===== config.mk =====
export PLATFORM = sky130hd
export DESIGN_NAME = load_store_unit
export DESIGN_NICKNAME = d
export VERILOG_FILES = /design/src/rtl/cpu_pkg.sv /design/src/rtl/stack_pointer.sv /design/src/rtl/load_store_unit.sv
export SDC_FILE = /design/constraint.sdc
export NUM_CORES = 1
export LEC_CHECK = 0
export CORE_UTILIZATION = 41
export DETAILED_ROUTE_END_ITERATION = 6
export PLACE_DENSITY = 0.75
export SLEW_MARGIN = 20
export SYNTH_ARGS = -nofsm -noshare
export SYNTH_HDL_FRONTEND = slang
export SYNTH_HIERARCHICAL = 1
export SYNTH_SLANG_ARGS = --single-unit

===== constraint.sdc =====
create_clock -name clk -period 2 [get_ports clk]
set_input_delay 0.4 -clock clk [delete_from_list [all_inputs] [get_ports clk]]
set_output_delay 0.4 -clock clk [all_outputs]
set_load 0.01 [all_outputs]

===== src/rtl/cpu_pkg.sv =====
// rtl/cpu_pkg.sv - shared op, FSM state and stack constants for the load/store unit
package cpu_pkg;

    typedef enum logic [1:0] {
        OP_LOAD  = 2'b00,
        OP_STORE = 2'b01,
        OP_PUSH  = 2'b10,
        OP_POP   = 2'b11
    } op_e;

    typedef enum logic [1:0] {
        LSU_IDLE   = 2'b00,
        LSU_ACCESS = 2'b01,
        LSU_RESP   = 2'b10
    } lsu_state_e;

    localparam logic [7:0] DEF_STACK_TOP    = 8'hFF;
    localparam logic [7:0] DEF_STACK_BOTTOM = 8'hC0;

endpackage


===== src/rtl/stack_pointer.sv =====
// rtl/stack_pointer.sv - stack pointer register with full/empty detection (LSU_STACK_GUARD_EN)
module stack_pointer
    import cpu_pkg::*;
#(
    parameter logic [7:0] STACK_TOP    = DEF_STACK_TOP,
    parameter logic [7:0] STACK_BOTTOM = DEF_STACK_BOTTOM
) (
    input  logic       clk,
    input  logic       rst_n,
    input  logic       inc,
    input  logic       dec,
    output logic [7:0] sp,
    output logic [7:0] sp_plus1,
    output logic       full,
    output logic       empty
);

`ifdef LSU_STACK_GUARD_EN
    localparam bit GUARD_EN = 1'b1;
`else
    localparam bit GUARD_EN = 1'b0;
`endif

    logic [7:0] sp_q, sp_d;

    always_comb begin
        sp_d = sp_q;
        if (inc) begin
            sp_d = sp_q + 8'd1;
        end else if (dec) begin
            sp_d = sp_q - 8'd1;
        end
    end

    always_ff @(posedge clk or negedge rst_n) begin
        if (!rst_n) begin
            sp_q <= STACK_TOP;
        end else begin
            sp_q <= sp_d;
        end
    end

    // Without the guard both flags stay low, so the stack wraps modulo 256.
    assign sp       = sp_q;
    assign sp_plus1 = sp_q + 8'd1;
    assign full     = GUARD_EN && (sp_q == STACK_BOTTOM - 8'd1);
    assign empty    = GUARD_EN && (sp_q == STACK_TOP);

endmodule


===== src/rtl/load_store_unit.sv =====
// rtl/load_store_unit.sv - core LOAD/STORE/PUSH/POP to data memory; stack guard via LSU_STACK_GUARD_EN
module load_store_unit
    import cpu_pkg::*;
#(
    parameter logic [7:0] STACK_TOP    = DEF_STACK_TOP,
    parameter logic [7:0] STACK_BOTTOM = DEF_STACK_BOTTOM
) (
    input  logic       clk,
    input  logic       rst_n,
    input  logic       req_valid,
    output logic       req_ready,
    input  logic [1:0] req_op,
    input  logic [7:0] req_addr,
    input  logic [7:0] req_wdata,
    output logic       rsp_valid,
    input  logic       rsp_ready,
    output logic [7:0] rsp_rdata,
    output logic       rsp_fault,
    output logic [7:0] sp,
    output logic       mem_we,
    output logic [7:0] mem_addr,
    output logic [7:0] mem_wdata,
    input  logic [7:0] mem_rdata
);

    lsu_state_e state_q, state_d;
    op_e        op_q, op_d;
    logic [7:0] addr_q, addr_d;
    logic [7:0] wdata_q, wdata_d;
    logic [7:0] rdata_q, rdata_d;
    logic       fault_q, fault_d;

    logic [7:0] sp_plus1;
    logic       sp_full, sp_empty;
    logic       sp_inc, sp_dec;
    logic       fault;
    logic       is_write;
    logic [7:0] eff_addr;

    stack_pointer #(
        .STACK_TOP   (STACK_TOP),
        .STACK_BOTTOM(STACK_BOTTOM)
    ) u_stack_pointer (
        .clk     (clk),
        .rst_n   (rst_n),
        .inc     (sp_inc),
        .dec     (sp_dec),
        .sp      (sp),
        .sp_plus1(sp_plus1),
        .full    (sp_full),
        .empty   (sp_empty)
    );

    assign fault    = ((op_q == OP_PUSH) && sp_full) || ((op_q == OP_POP) && sp_empty);
    assign is_write = (op_q == OP_STORE) || (op_q == OP_PUSH);

    always_comb begin
        case (op_q)
            OP_PUSH: eff_addr = sp;
            OP_POP:  eff_addr = sp_plus1;
            default: eff_addr = addr_q;
        endcase
    end

    always_ff @(posedge clk or negedge rst_n) begin
        if (!rst_n) begin
            state_q <= LSU_IDLE;
            op_q    <= OP_LOAD;
            addr_q  <= 8'h00;
            wdata_q <= 8'h00;
            rdata_q <= 8'h00;
            fault_q <= 1'b0;
        end else begin
            state_q <= state_d;
            op_q    <= op_d;
            addr_q  <= addr_d;
            wdata_q <= wdata_d;
            rdata_q <= rdata_d;
            fault_q <= fault_d;
        end
    end

    always_comb begin
        state_d = state_q;
        case (state_q)
            LSU_IDLE:   if (req_valid) state_d = LSU_ACCESS;
            LSU_ACCESS: state_d = LSU_RESP;
            LSU_RESP:   if (rsp_ready) state_d = LSU_IDLE;
            default:    state_d = LSU_IDLE;
        endcase
    end

    always_comb begin
        req_ready = (state_q == LSU_IDLE);
        rsp_valid = (state_q == LSU_RESP);
        mem_we    = 1'b0;
        mem_addr  = 8'h00;
        mem_wdata = 8'h00;
        sp_inc    = 1'b0;
        sp_dec    = 1'b0;
        if (state_q == LSU_ACCESS) begin
            mem_we    = is_write && !fault;
            mem_addr  = eff_addr;
            mem_wdata = wdata_q;
            sp_dec    = (op_q == OP_PUSH) && !fault;
            sp_inc    = (op_q == OP_POP) && !fault;
        end
    end

    // Request fields are only sampled at the IDLE handshake; the response is captured in ACCESS.
    always_comb begin
        op_d    = op_q;
        addr_d  = addr_q;
        wdata_d = wdata_q;
        rdata_d = rdata_q;
        fault_d = fault_q;
        if (state_q == LSU_IDLE && req_valid) begin
            op_d    = op_e'(req_op);
            addr_d  = req_addr;
            wdata_d = req_wdata;
        end
        if (state_q == LSU_ACCESS) begin
            fault_d = fault;
            rdata_d = ((op_q == OP_LOAD || op_q == OP_POP) && !fault) ? mem_rdata : 8'h00;
        end
    end

    assign rsp_rdata = rdata_q;
    assign rsp_fault = fault_q;

endmodule

==> impl_results.rst, run 1 <==
.. list-table::
   :header-rows: 1

   * - Metric
     - Value
   * - Run status
     - complete, but fails checks
   * - Failing checks
     - negative setup slack
   * - Global router's overall resource usage
     - 0.210
   * - IR Drop Worst-Case VDD
     - 0.891 mV
   * - # Max-Cap Violations
     - 0
   * - Average size of a mapped cell
     - about 11 sq um
   * - Die Outline Area
     - 5390 sq um
   * - Reg clk slew, reported paths
     - about 0.070 ns
   * - Max frequency
     - around 440 MHz
   * - Number of failing hold endpoints at the final stage
     - 0
   * - Post-route setup slack
     - -0.254 ns
   * - Relative contribution of the clock network to total power
     - 0.104
   * - Sequential-to-total area share from yosys stat
     - 0.447
   * - End of the worst register-to-register path
     - u_stack_pointer/sp[5]
   * - Slew Viols, Final
     - 0
   * - Worst Path Required
     - between 1.5 and 2 ns
   * - Number of global-route vias before repair
     - ~1,800
   * - H-tree Lvls
     - 2
   * - Worst Clk Skew
     - 0.00738 ns
   * - Gate power share
     - 0.614
   * - Fraction of registers with async set/reset
     - 1.00
   * - Switching Share
     - 0.360
   * - Remaining design rule violation count
     - 0
   * - Detailed-route vias per instance
     - ~5.1
   * - Proportion of netlist area held by the largest area contributor
     - 0.347
   * - Number of filler instances in the final layout
     - approximately 410
   * - Sequential group share of total power
     - 0.282
   * - Cell Pwr Density
     - 1520 nW/um^2
   * - Number of antenna violations at the first check in global routing
     - 0
   * - Worst R2R Start
     - u_stack_pointer/sp[1]
   * - Wirelength per Cell
     - 15.2 um
   * - Buffer levels on the longest clock path
     - 2
   * - Leakage power
     - around 1.5 nW
   * - Int Power
     - about 3.2 mW
   * - CP Capture Type
     - output pin
   * - Post-detailed-placement cell area
     - ~3000 sq um
   * - Total net switching power
     - 1.82 mW
   * - Final GP Congestion
     - 0.924
   * - Register-to-Register Path Depth
     - 8
   * - DRC marker count from the first detailed-route iteration
     - between 80 and 90
   * - Crit start category
     - flop
   * - Overall Power
     - between 5 and 6 mW
   * - Die height
     - approximately 73 um
   * - Port Buffers
     - 65
   * - Cell row count
     - 25
   * - Register bit count reported by yosys
     - 37
   * - Largest net degree at the start of global routing
     - 38
   * - Most used DFF post-synth
     - dfrtp_1
   * - Clk Latency, worst-skew pair
     - 0.29 ns
   * - ANT cells
     - 0
   * - Estimated wirelength of the detail-placed design
     - between 3000 and 4000 um
   * - Total I/O pin count
     - 66
   * - RSZ-0062 raised after global routing
     - true
   * - Root Buffer
     - clkbuf_8
   * - Num CTS Buffers
     - 5
   * - Synth Instances
     - around 190
   * - Floorplan Core Area
     - 4820 sq um
   * - Area of all placed cells without fillers
     - 3330 sq um
   * - Initial cell density of the core
     - 0.434
   * - Horizontal extent of the die
     - about 73 um
   * - Setup-failing EPs final
     - 10
   * - CP max FO
     - 6
   * - Wirelength, routed
     - 5460 um
   * - R2r setup slk
     - -0.10 ns
   * - Final worst path period need
     - about 2.3 ns
   * - Detailed-routing iteration count for the pre-antenna-repair pass
     - 4
   * - Clock tree sinks
     - 37
   * - Cell accounting for the most synthesized area
     - dfrtp_1
   * - Relative area change from synthesis to final layout
     - 59.0%
   * - WS Path Type
     - reg2out
   * - Final antenna-violating net count
     - 0
   * - CTS Hold Buffers Added
     - 0
   * - Number of synthesized flops with an enable pin
     - 0
   * - Count of warnings emitted by yosys
     - 6
   * - Number of unique standard cell types used by synthesis
     - 38
   * - Mapped Area
     - between 2000 and 2500 sq um
   * - Share of cells above drive strength 1
     - 0.410
   * - Grt ovf
     - 0
   * - Via total after detailed routing
     - 1,834
   * - Nets@finish
     - 327
   * - Crit path arrival time
     - approximately 1.9 ns
   * - Wire length of the first global-routing pass
     - between 8000 and 9000 um
   * - TritonCTS clock tree
     - yes
   * - Top cells by area, synth
     - dfrtp_1 (35%), dfstp_2 (10%), mux2_4 (7.2%), mux2_2 (4.8%), xor2_1 (3.8%)
   * - Crit share post-route
     - 1.13
   * - Worst min-delay path category
     - in2async
==> power by group through the flow <==
stage | registers [mW] | logic [mW] | clock network, mW
detailed placement | 1.42 | 2.68 | 0
global route | 1.47 | 3.33 | 0.580
finish | 1.43 | 3.10 | 0.527
floorplan | 1.46 | 1.44 | 0
global placement | 1.40 | 2.64 | 0
CTS | 1.42 | 2.86 | 0.543
==> logic make-up (layout without fill, tap and decap cells) <==
group | Yosys count | in the layout | synth area share
simple gates | 54 | 54 | 0.173
buf+inv | 23 | 130 | 0.0670
flops | 37 | 37 | 0.447
fa+ha+maj | 4 | 4 | 0.0239
compound gates | 34 | 34 | 0.112
other cells | 1 | 2 | 0.00179
mux | 19 | 19 | 0.120
xor+xnor | 13 | 13 | 0.0544
==> worst max path at each step <==
stage | startpoint | endpoint
floorplan | op_q[0] | u_stack_pointer/sp[5]
global placement | u_stack_pointer/sp[0] | mem_addr[6]
detailed placement | u_stack_pointer/sp[1] | mem_addr[6]
CTS | u_stack_pointer/sp[0] | mem_addr[7]
global route | u_stack_pointer/sp[4] | mem_addr[7]
finish | u_stack_pointer/sp[4] | mem_addr[7]
==> critical path, cell delays in order (launching register included) <==
cell,delay (ns)
dfstp_2,0.59
nand4_1,0.22
nor2_4,0.14
xor2_1,0.15
a22oi_1,0.10
a21oi_1,0.19
buf_2,0.17
==> layout by cell type, fill, tap and decap left out, types with 5 or more instances in the layout <==
| master | instances |
|---|---|
| a22oi_1 | 8 |
| clkbuf_8 | 6 |
| and2_1 | 8 |
| nand2_1 | 5 |
| buf_2 | 9 |
| nand4b_1 | 8 |
| a21oi_1 | 7 |
| dfrtp_1 | 28 |
| o2bb2ai_1 | 8 |
| or3b_1 | 6 |
| clkdlybuf4s50_1 | 42 |
| dlygate4sd2_1 | 12 |
| mux2_4 | 10 |
| buf_4 | 46 |
| buf_6 | 7 |
| dfstp_2 | 8 |
| mux2_2 | 9 |
| xor2_1 | 8 |
==> sequential cells by signal, indices dropped and copies added, names as in the netlist <==
name / cells
rsp_fault: 1
op_q: 2
u_stack_pointer/sp: 8
rsp_rdata: 8
state_q: 2
addr_q: 8
wdata_q: 8
==> final cells by class <==
class	instances	area (sq um)	area share
well taps	67	83.8	0.0252
repair buffers	119	1040	0.313
flip-flops and latches	37	937	0.282
multi-input cells	126	1160	0.350
inverters	4	15.0	0.00451
clock buffers	7	86.3	0.0260
==> per-stage QoR <==
step	setup TNS [ns]	utilization	hold WS (ns)	cells	setup slack, ns
finish	-1.69	0.690	0.162	360	-0.254
global route	-2.55	0.690	0.200	360	-0.357
CTS	-1.18	0.666	0.177	354	-0.174
detailed placement	-2.75	0.626	0.477	338	-0.315
global placement	-2.51	0.626	0.474	338	-0.307
floorplan	-0.211	-	0.104	186	-0.154
==> repair_timing <==
item                                    4_1_cts  5_1_grt
endpoints found under the setup margin       21       12
buffers inserted                              9        7
resized for setup                            64       20
pin swaps                                    17       15
==> per-layer routing <==
| layer | part of all wire | up-vias | GRT usage |
|---|---|---|---|
| met5 | 0 | - | 0 |
| met4 | 0.014 | 0 | 0.0726 |
| met3 | 0.032 | 7 | 0.0398 |
| met2 | 0.52 | 44 | 0.366 |
| met1 | 0.44 | 906 | 0.261 |
| li1 | - | 877 | - |
==> Yosys cell counts (2+ instances only) <==
cell type  instances
mux2_4            10
dfrtp_1           29
nand3_1            4
and2_1             8
xor2_1             9
ha_1               4
nand2_1            5
and3_1             2
mux2_2             9
buf_4              2
a22oi_1            9
o2bb2ai_1          8
buf_2              6
or3b_1             8
xnor2_1            4
o21ai_0            5
nand4b_1           8
inv_1              4
or4_1              3
dfstp_2            8
nand4_1            2
nand2b_1           2
buf_6              3
nor2_1             5
clkbuf_1           6
a21oi_1            9
nor3_1             2
Note: power is estimated with default switching activity, not from simulation.
==> run 2, diff against run 1 <==
--- a/config.mk
+++ b/config.mk
@@ -5,6 +5,7 @@
 export SDC_FILE = /design/constraint.sdc
 export NUM_CORES = 1
 export LEC_CHECK = 0
+export ABC_CLOCK_PERIOD_IN_PS = 2000
 export CORE_UTILIZATION = 41
 export DETAILED_ROUTE_END_ITERATION = 6
 export PLACE_DENSITY = 0.75
==> results of run 2 <==
Final layout, timing and power as in run 1 (identical DEF).
==> run 3, diff against run 2 <==
--- a/config.mk
+++ b/config.mk
@@ -6,6 +6,7 @@
 export NUM_CORES = 1
 export LEC_CHECK = 0
 export ABC_CLOCK_PERIOD_IN_PS = 2000
+export CAP_MARGIN = 20
 export CORE_UTILIZATION = 41
 export DETAILED_ROUTE_END_ITERATION = 6
 export PLACE_DENSITY = 0.75
==> results of run 3 <==
Final layout, timing and power as in run 1 (identical DEF).
